**src/rtl/seg7_pkg.sv**
```systemverilog
// Segment pattern constants and the pattern-to-BCD decode shared by the
// 7-segment read-back encoder.
package seg7_pkg;

  localparam logic [6:0] SEG_BLANK  = 7'h7F;
  localparam logic [6:0] SEG_ALL_ON = 7'h00;

  // Active-low {a,b,c,d,e,f,g}
  localparam logic [6:0] SEG_D0  = 7'b0000001;
  localparam logic [6:0] SEG_D1  = 7'b1001111;
  localparam logic [6:0] SEG_D2  = 7'b0010010;
  localparam logic [6:0] SEG_D3  = 7'b0000110;
  localparam logic [6:0] SEG_D4  = 7'b1001100;
  localparam logic [6:0] SEG_D5  = 7'b0100100;
  localparam logic [6:0] SEG_D6  = 7'b0100000;
  localparam logic [6:0] SEG_D7  = 7'b0001111;
  localparam logic [6:0] SEG_D8  = 7'b0000000;
  localparam logic [6:0] SEG_D9  = 7'b0000100;
  localparam logic [6:0] SEG_D10 = 7'b0001101;
  localparam logic [6:0] SEG_D11 = 7'b0011001;
  localparam logic [6:0] SEG_D12 = 7'b0100011;
  localparam logic [6:0] SEG_D13 = 7'b1001011;

  localparam logic [3:0] BCD_ERR = 4'hF;

  typedef struct packed {
    logic       err;
    logic       blank;
    logic [3:0] bcd;
  } seg7_dec_t;

  // Codes 14/15 alias 7/8 on the display, so they are never produced.
  function automatic seg7_dec_t seg7_decode(input logic [6:0] pat);
    seg7_dec_t r;
    r = '{err: 1'b0, blank: 1'b0, bcd: 4'd0};
    case (pat)
      SEG_D0:    r.bcd = 4'd0;
      SEG_D1:    r.bcd = 4'd1;
      SEG_D2:    r.bcd = 4'd2;
      SEG_D3:    r.bcd = 4'd3;
      SEG_D4:    r.bcd = 4'd4;
      SEG_D5:    r.bcd = 4'd5;
      SEG_D6:    r.bcd = 4'd6;
      SEG_D7:    r.bcd = 4'd7;
      SEG_D8:    r.bcd = 4'd8;
      SEG_D9:    r.bcd = 4'd9;
      SEG_D10:   r.bcd = 4'd10;
      SEG_D11:   r.bcd = 4'd11;
      SEG_D12:   r.bcd = 4'd12;
      SEG_D13:   r.bcd = 4'd13;
      SEG_BLANK: r.blank = 1'b1;
      default: begin
        r.err = 1'b1;
        r.bcd = BCD_ERR;
      end
    endcase
    return r;
  endfunction

endpackage

```
**src/rtl/seg7_bcd_encoder_if.sv**
```systemverilog
// Segment bus plus result handshake of the 7-segment read-back encoder.
// SEG7_DP_EN adds the decimal point input and its decoded output.
interface seg7_bcd_encoder_if;
  logic       sample_en;
  logic       a, b, c, d, e, f, g;
  logic       ready;
  logic [3:0] bcd;
  logic       blank;
  logic       err;
  logic       valid;
  logic       overrun;
`ifdef SEG7_DP_EN
  logic       dp;
  logic       dp_out;
`endif

  modport master (
    output sample_en, a, b, c, d, e, f, g, ready,
    input  bcd, blank, err, valid, overrun
`ifdef SEG7_DP_EN
    , output dp, input dp_out
`endif
  );

  modport slave (
    input  sample_en, a, b, c, d, e, f, g, ready,
    output bcd, blank, err, valid, overrun
`ifdef SEG7_DP_EN
    , input dp, output dp_out
`endif
  );
endinterface

```
**src/rtl/seg7_stable_filter.sv**
```systemverilog
// Glitch filter: flags the sample that completes STABLE_CNT identical
// consecutive enabled samples of the segment pattern.
module seg7_stable_filter #(
  parameter int STABLE_CNT = 4,
  parameter int CNT_W      = 8,
  parameter int PAT_W      = 7
) (
  input  logic             CP,
  input  logic             CR_n,
  input  logic             sample_en_i,
  input  logic [PAT_W-1:0] pat_i,
  output logic [PAT_W-1:0] pat_o,
  output logic             accept_o
);

  localparam logic [CNT_W-1:0] CNT_MAX = CNT_W'(STABLE_CNT - 1);
  localparam logic [CNT_W-1:0] CNT_ACC = CNT_W'(STABLE_CNT - 2);

  logic [PAT_W-1:0] prev_q, prev_d;
  logic [CNT_W-1:0] cnt_q, cnt_d;
  logic             same;

  assign same     = (pat_i == prev_q);
  assign pat_o    = pat_i;
  // Saturation at CNT_MAX makes this true exactly once per stable run.
  assign accept_o = sample_en_i && same && (cnt_q == CNT_ACC);

  always_comb begin
    prev_d = prev_q;
    cnt_d  = cnt_q;
    if (sample_en_i) begin
      if (same) begin
        if (cnt_q != CNT_MAX) cnt_d = cnt_q + 1'b1;
      end else begin
        prev_d = pat_i;
        cnt_d  = '0;
      end
    end
  end

  always_ff @(posedge CP) begin
    if (!CR_n) begin
      prev_q <= '1;
      cnt_q  <= '0;
    end else begin
      prev_q <= prev_d;
      cnt_q  <= cnt_d;
    end
  end

endmodule

```
**src/rtl/seg7_bcd_encoder.sv**
```systemverilog
// 7-segment to BCD read-back encoder: filtered acceptance, one result per
// new stable pattern, valid/ready output with sticky overrun. Option: SEG7_DP_EN.
module seg7_bcd_encoder
  import seg7_pkg::*;
#(
  parameter int STABLE_CNT = 4,
  parameter int CNT_W      = 8
) (
  input logic                CP,
  input logic                CR_n,
  seg7_bcd_encoder_if.slave  bus
);

`ifdef SEG7_DP_EN
  localparam int PAT_W = 8;
  logic [PAT_W-1:0] pat_in;
  assign pat_in = {bus.a, bus.b, bus.c, bus.d, bus.e, bus.f, bus.g, bus.dp};
`else
  localparam int PAT_W = 7;
  logic [PAT_W-1:0] pat_in;
  assign pat_in = {bus.a, bus.b, bus.c, bus.d, bus.e, bus.f, bus.g};
`endif

  logic [PAT_W-1:0] pat;
  logic             accept;
  logic             load;
  seg7_dec_t        dec;

  logic [PAT_W-1:0] committed_q, committed_d;
  logic [3:0]       bcd_q, bcd_d;
  logic             blank_q, blank_d;
  logic             err_q, err_d;
  logic             valid_q, valid_d;
  logic             overrun_q, overrun_d;
  logic             dp_q, dp_d;

  seg7_stable_filter #(
    .STABLE_CNT (STABLE_CNT),
    .CNT_W      (CNT_W),
    .PAT_W      (PAT_W)
  ) u_filter (
    .CP          (CP),
    .CR_n        (CR_n),
    .sample_en_i (bus.sample_en),
    .pat_i       (pat_in),
    .pat_o       (pat),
    .accept_o    (accept)
  );

  // A pattern settling back onto the committed one is a glitch, not news.
  assign load = accept && (pat != committed_q);
  assign dec  = seg7_decode(pat[PAT_W-1 -: 7]);

  always_comb begin
    committed_d = committed_q;
    bcd_d       = bcd_q;
    blank_d     = blank_q;
    err_d       = err_q;
    valid_d     = valid_q;
    overrun_d   = overrun_q;
    dp_d        = dp_q;
    if (load) begin
      committed_d = pat;
      bcd_d       = dec.bcd;
      blank_d     = dec.blank;
      err_d       = dec.err;
      dp_d        = ~pat[0];
      valid_d     = 1'b1;
      if (valid_q && !bus.ready) overrun_d = 1'b1;
    end else if (valid_q && bus.ready) begin
      valid_d = 1'b0;
    end
  end

  always_ff @(posedge CP) begin
    if (!CR_n) begin
      committed_q <= '1;
      bcd_q       <= 4'd0;
      blank_q     <= 1'b1;
      err_q       <= 1'b0;
      valid_q     <= 1'b0;
      overrun_q   <= 1'b0;
      dp_q        <= 1'b0;
    end else begin
      committed_q <= committed_d;
      bcd_q       <= bcd_d;
      blank_q     <= blank_d;
      err_q       <= err_d;
      valid_q     <= valid_d;
      overrun_q   <= overrun_d;
      dp_q        <= dp_d;
    end
  end

  assign bus.bcd     = bcd_q;
  assign bus.blank   = blank_q;
  assign bus.err     = err_q;
  assign bus.valid   = valid_q;
  assign bus.overrun = overrun_q;
`ifdef SEG7_DP_EN
  assign bus.dp_out  = dp_q;
`else
  logic unused_dp;
  assign unused_dp = dp_q ^ dp_d;
`endif

endmodule

```
**src/flat_wrapper.sv**
```systemverilog
// flat-port wrapper written by rule: the top's interface ports become plain ports
module seg7_bcd_encoder_flat import seg7_pkg::*;
#(
  parameter int STABLE_CNT = 4,
  parameter int CNT_W      = 8
)
  (CP, CR_n, bus_sample_en, bus_a, bus_b, bus_c, bus_d, bus_e, bus_f, bus_g, bus_ready, bus_bcd, bus_blank, bus_err, bus_valid, bus_overrun);
  seg7_bcd_encoder_if bus_i ();
  input logic CP;
  input logic CR_n;
  input wire logic [$bits(bus_i.sample_en)-1:0] bus_sample_en;
  input wire logic [$bits(bus_i.a)-1:0] bus_a;
  input wire logic [$bits(bus_i.b)-1:0] bus_b;
  input wire logic [$bits(bus_i.c)-1:0] bus_c;
  input wire logic [$bits(bus_i.d)-1:0] bus_d;
  input wire logic [$bits(bus_i.e)-1:0] bus_e;
  input wire logic [$bits(bus_i.f)-1:0] bus_f;
  input wire logic [$bits(bus_i.g)-1:0] bus_g;
  input wire logic [$bits(bus_i.ready)-1:0] bus_ready;
  output wire logic [$bits(bus_i.bcd)-1:0] bus_bcd;
  output wire logic [$bits(bus_i.blank)-1:0] bus_blank;
  output wire logic [$bits(bus_i.err)-1:0] bus_err;
  output wire logic [$bits(bus_i.valid)-1:0] bus_valid;
  output wire logic [$bits(bus_i.overrun)-1:0] bus_overrun;
  assign bus_i.sample_en = bus_sample_en;
  assign bus_i.a = bus_a;
  assign bus_i.b = bus_b;
  assign bus_i.c = bus_c;
  assign bus_i.d = bus_d;
  assign bus_i.e = bus_e;
  assign bus_i.f = bus_f;
  assign bus_i.g = bus_g;
  assign bus_i.ready = bus_ready;
  assign bus_bcd = bus_i.bcd;
  assign bus_blank = bus_i.blank;
  assign bus_err = bus_i.err;
  assign bus_valid = bus_i.valid;
  assign bus_overrun = bus_i.overrun;
  seg7_bcd_encoder #(.STABLE_CNT(STABLE_CNT), .CNT_W(CNT_W)) u_core (.CP(CP), .CR_n(CR_n), .bus(bus_i));
endmodule
```
**config.mk**
```make
export PLATFORM = sky130hd
export DESIGN_NAME = seg7_bcd_encoder_flat
export DESIGN_NICKNAME = d
export VERILOG_FILES = /design/src/rtl/seg7_pkg.sv /design/src/rtl/seg7_bcd_encoder_if.sv /design/src/rtl/seg7_stable_filter.sv /design/src/rtl/seg7_bcd_encoder.sv /design/src/flat_wrapper.sv
export SDC_FILE = /design/constraint.sdc
export NUM_CORES = 1
export LEC_CHECK = 0
export CAP_MARGIN = 20
export CORE_UTILIZATION = 40
export CTS_CLUSTER_DIAMETER = 120
export DETAILED_ROUTE_END_ITERATION = 6
export SLEW_MARGIN = 40
export SYNTH_ARGS = -nofsm -noshare
export SYNTH_HDL_FRONTEND = slang
export SYNTH_SLANG_ARGS = --single-unit
export TNS_END_PERCENT = 20
```
**constraint.sdc**
```tcl
create_clock -name CP -period 2.4 [get_ports CP]
set_input_delay 0.6 -clock CP [delete_from_list [all_inputs] [get_ports CP]]
set_output_delay 0.6 -clock CP [all_outputs]
set_load 0.02 [all_outputs]
```
# Word-level counts from Yosys, hierarchy flattened
# Index checks and enable logic that the tools add are counted.
# word_totals
regBits	30
inputBits	11
output_inout_bits	8
# classes
n_addsub	1
eq_ne	19
muxes	7
n_bitwise	1
n_reduce_logical	13
# op_table
operator	count
4-bit one-hot mux with 14 select lines	1
7-bit equality test (second input constant)	4
7-bit by 6-bit equality test with 1-bit output (second input constant)	3
8-bit 2-to-1 mux	2
15-bit OR reduction	1
7-bit by 3-bit equality test with 1-bit output (second input constant)	2
7-bit by 4-bit equality test with 1-bit output (second input constant)	2
7-bit by 5-bit equality test with 1-bit output (second input constant)	2
8-bit by 1-bit adder with 8-bit output (second input constant)	1
8-bit by 2-bit equality test with 1-bit output (second input constant)	1
8-bit by 2-bit != test with 1-bit output (second input constant)	1
7-bit by 1-bit equality test with 1-bit output (second input constant)	1
7-bit equality test	1
7-bit zero test	1
7-bit != test	1
2-bit AND reduction	3
1-bit logical AND	5
1-bit 2-to-1 mux	4
2-bit by 1-bit != test with 1-bit output (second input constant)	1
2-bit nonzero test	1
2-bit OR reduction	1
1-bit zero test	1
1-bit inverter	1

# Logic depth before layout (Yosys ltp)
# logic_depth
word_depth	5
ltp_mapped	7
depth_no_buf	6

# Modules after synthesis
# From an unflattened synthesis, not the netlist that was laid out.
# hier_totals
cells_unflattened	214
hier_area_um2	1898.1
# modules_own_cells
module	instances	cells_each	area_each_um2	seq_area_each_um2
seg7_bcd_encoder	1	118	985.9	300.3
seg7_stable_filter	1	96	912.1	300.3

# Least setup slack after synthesis
# No wires, ideal clock.
# synth_timing
kind	input to register
startpoint	input bus_d
endpoint	register u_core.bcd_q[0] (netlist: u_core.bus.bcd[0])
setup_ps	130
arrival_ps	1987
t_required_ps	2270
setup_slack_ps	283
path_stages	6
n_path_buf	1
cell_sequence	buf_2 -> or3b_4 -> a2111oi_4 -> a41oi_2 -> a2111oi_2 -> a211oi_1
# synth_between
elab_chain_len	4
# synth_lines
element	line	source
from (decl)	flat_wrapper.sv:15	input wire logic [$bits(bus_i.d)-1:0] bus_d;
parallel branches: the longest is 4 deep, another holds 4-bit one-hot mux with 14 select lines	n/a	
to (signal assigned)	seg7_bcd_encoder.sv:78	bcd_q <= 4'd0;
to (signal assigned)	seg7_bcd_encoder.sv:86	bcd_q <= bcd_d;
to (decl)	seg7_bcd_encoder.sv:30	logic [3:0] bcd_q, bcd_d;
# Parallel ways; which one is timed is not known.
# A chain may end at the register's enable or synchronous reset.

# Worst setup path after layout
# Ends and elaborated chain as after synthesis.

==> flow_metrics.env <==
export IMPL_syn_avg_cell_area_um2=8.28
export IMPL_yosysTopAreaCellShare=0.334
export IMPL_cts_sinks=30
export IMPL_finClkSkew_ns=0.00806
export IMPL_layout_drive_gt1_share=0.203
export IMPL_fmax_mhz=425
export IMPL_power_total_w=0.00106
export IMPL_firstDrtPassIters=4
export IMPL_final_common_cell="buf_4"
export IMPL_insertion_delay_ns=0.29
export IMPL_period_share=0.981
export IMPL_seq_power_share=0.482
export IMPL_p_leak_nw=0.959
export IMPL_worstPathRequired_ns=2.56
export IMPL_via_count=1653
export IMPL_synth_flop_cell="dfxtp_1"
export IMPL_final_setup_tns_ns=0
export IMPL_path_clk_slew_ns=0.06
export IMPL_place_congestion=0.830
export IMPL_first_global_vias=1541
export IMPL_sw_frac_of_total=0.265
export IMPL_netlist_instances=217
export IMPL_setup_viol=0
export IMPL_start_util=0.416
export IMPL_synth_cell_type_count=49
export IMPL_hold_path_class="flip-flop to flip-flop"
export IMPL_maxCapViolCount=0
export IMPL_worstPathMaxFanout=4
export IMPL_grt_pass1_wl_um=7390
export IMPL_clockBufferDepth=2
export IMPL_core_region_area_um2=4320
export IMPL_critPathLaunchType="input port"
export IMPL_ir_worst_vdd_uv=234
export IMPL_drc=0
export IMPL_crit_path_end_kind="flip-flop"
export IMPL_synth_seq_area_share=0.334
export IMPL_yosysWarnings=0
export IMPL_max_slew_margin=0.696
export IMPL_die_h_um=69.0
export IMPL_port_buffers=18
export IMPL_grt_use_total=0.194
export IMPL_netlist_area_um2=1800
export IMPL_synth_seq_cells=30
export IMPL_cts_tree="done"
export IMPL_power_frac_comb=0.152
export IMPL_final_nets=279
export IMPL_die_area_um2=4760
export IMPL_yosys_top_cells_area="dfxtp_1 (33%), xor2_1 (5.4%), mux2i_1 (4.5%), nand2_1 (4.2%), o211ai_1 (4.2%)"
export IMPL_grt_overflow=0
export IMPL_ctsHtreeMaxLevel=2
export IMPL_synth_async_reset_ratio=0
export IMPL_maxSlewViolCount=0
export IMPL_final_cell_mix="buf_4 (40), dfxtp_1 (30), nand2_1 (20)"
export IMPL_dieWidth_um=69.0
export IMPL_rsz0062_at_grt="true"
export IMPL_p_int_w=0.000777
export IMPL_synth_edf_count=0
export IMPL_synth_top_cell_by_area="dfxtp_1"
export IMPL_wl_per_cell_um=13.4
export IMPL_cts_root_buf="clkbuf_8"
export IMPL_detail_route_antenna_nets=0
export IMPL_finalHoldViolations=0
export IMPL_worstPathArrival_ns=2.51
export IMPL_synth_net_count=230
export IMPL_antenna_found_initial=0
export IMPL_switchingPower_w=0.000280
export IMPL_critPathKind="input port to flip-flop"
export IMPL_initialDrtViolationCount=99
export IMPL_status="completed"
export IMPL_worstMarginPinSlew_ns=0.452
export IMPL_via_per_inst=5.20
export IMPL_wirelength_um=4260
export IMPL_dp_hpwl_um=3300
export IMPL_area_growth_pct=30.7
export IMPL_p_clk_frac=0.366
export IMPL_diodes=0
export IMPL_num_rows=24
export IMPL_numCtsBuffers=5
export IMPL_period_needed_ns=2.36
export IMPL_grt_max_degree=14
export IMPL_cellPowerDensity_nw_per_um2=450
export IMPL_num_io_pins=19
[metal layers]
layer / track usage / up-vias / wire, um
met5: 0 / - / 0
met4: 0.0816 / 0 / 67
met3: 0.0439 / 7 / 144
met2: 0.310 / 23 / 1940
met1: 0.251 / 753 / 2110
li1: - / 870 / -
[state kept, by name, indices dropped and copies added, names as in the netlist]
signal and cells:
u_core.u_filter.cnt_q 8, u_core.committed_q 7, u_core.u_filter.prev_q 7, u_core.bus.bcd 4, u_core.bus.blank 1, u_core.bus.err 1, u_core.bus.overrun 1, u_core.bus.valid 1
[cell usage after synthesis (all sizes together) (2+ instances only)]
cell and number:
a2111oi 2, a211oi 2, a21oi 9, a31oi 2, a32oi 2, and2 4
and3 3, and4b 2, buf 13, clkbuf 3, dfxtp 30, ha 2
inv 13, mux2i 8, nand2 20, nand3 14, nand3b 2, nand4 6
nor2 18, nor2b 2, nor3 5, nor4 5, o211ai 10, o21ai 4
xnor2 8, xor2 11
[area by class of cell]
type | count | area [um2]
Multi-Input combinational cell | 158 | 1070
Clock buffer | 5 | 68.8
Inverter | 13 | 48.8
Timing Repair Buffer | 58 | 480
Fill cell | 414 | 1980
Clock inverter | 2 | 10.0
Tap cell | 52 | 65.1
Sequential cell | 30 | 601
[path summary, 6_finish.rpt]
path | from | end | slack, ns | cells past startpoint
worst max register to register | u_core.u_filter.cnt_q[3] | u_core.committed_q[4] | 0.58 | 6
worst max-delay path | bus_d | u_core.bus.bcd[0] | 0.04 | 6
worst min-delay path | u_core.bus.blank | u_core.bus.blank | 0.46 | 2
worst min register to register | u_core.bus.blank | u_core.bus.blank | 0.46 | 2
[metrics by stage]
stage,utilization,std cells,worst slack [ns],area (um2),hold WS [ns]
global placement,0.523,311,-0.190,2260,0.443
finish,0.543,318,0.0445,2350,0.455
floorplan,-,217,0.283,1800,0.462
CTS,0.541,318,0.0629,2340,0.460
global route,0.543,318,-0.0564,2350,0.469
detailed placement,0.523,311,-0.237,2260,0.446
[kinds of logic after synthesis]
| group | share of synthesized area |
|---|---|
| AO/OA/AOI/OAI | 0.178 |
| buffers and inverters | 0.0717 |
| XOR/XNOR | 0.0926 |
| adder cells (fa/ha/maj) | 0.0139 |
| flip-flops | 0.334 |
| AND/OR/NAND/NOR | 0.265 |
| multiplexers | 0.0446 |
[timing repair]
item,in CTS,in global routing
resized for setup,0,1
setup buffers,0,0
setup endpoints to repair,0,3
hold buffers,0,0
[power groups by stage]
stage	clock, W	combinational [W]	sequential (W)
after detailed placement	0	0.000159	0.000521
after floorplan	0	0.0000915	0.000520
after global routing	0.000421	0.000175	0.000510
after CTS	0.000402	0.000160	0.000510
final	0.000387	0.000161	0.000510
after global placement	0	0.000159	0.000521
[worst max-delay path, cell delays in order]
cell             delay, ns
clkdlybuf4s50_1       0.51
or3b_4                0.43
a2111oi_4             0.35
a41oi_2               0.10
a2111oi_2             0.40
a211oi_1              0.12
(Power assumes the default switching activity.)
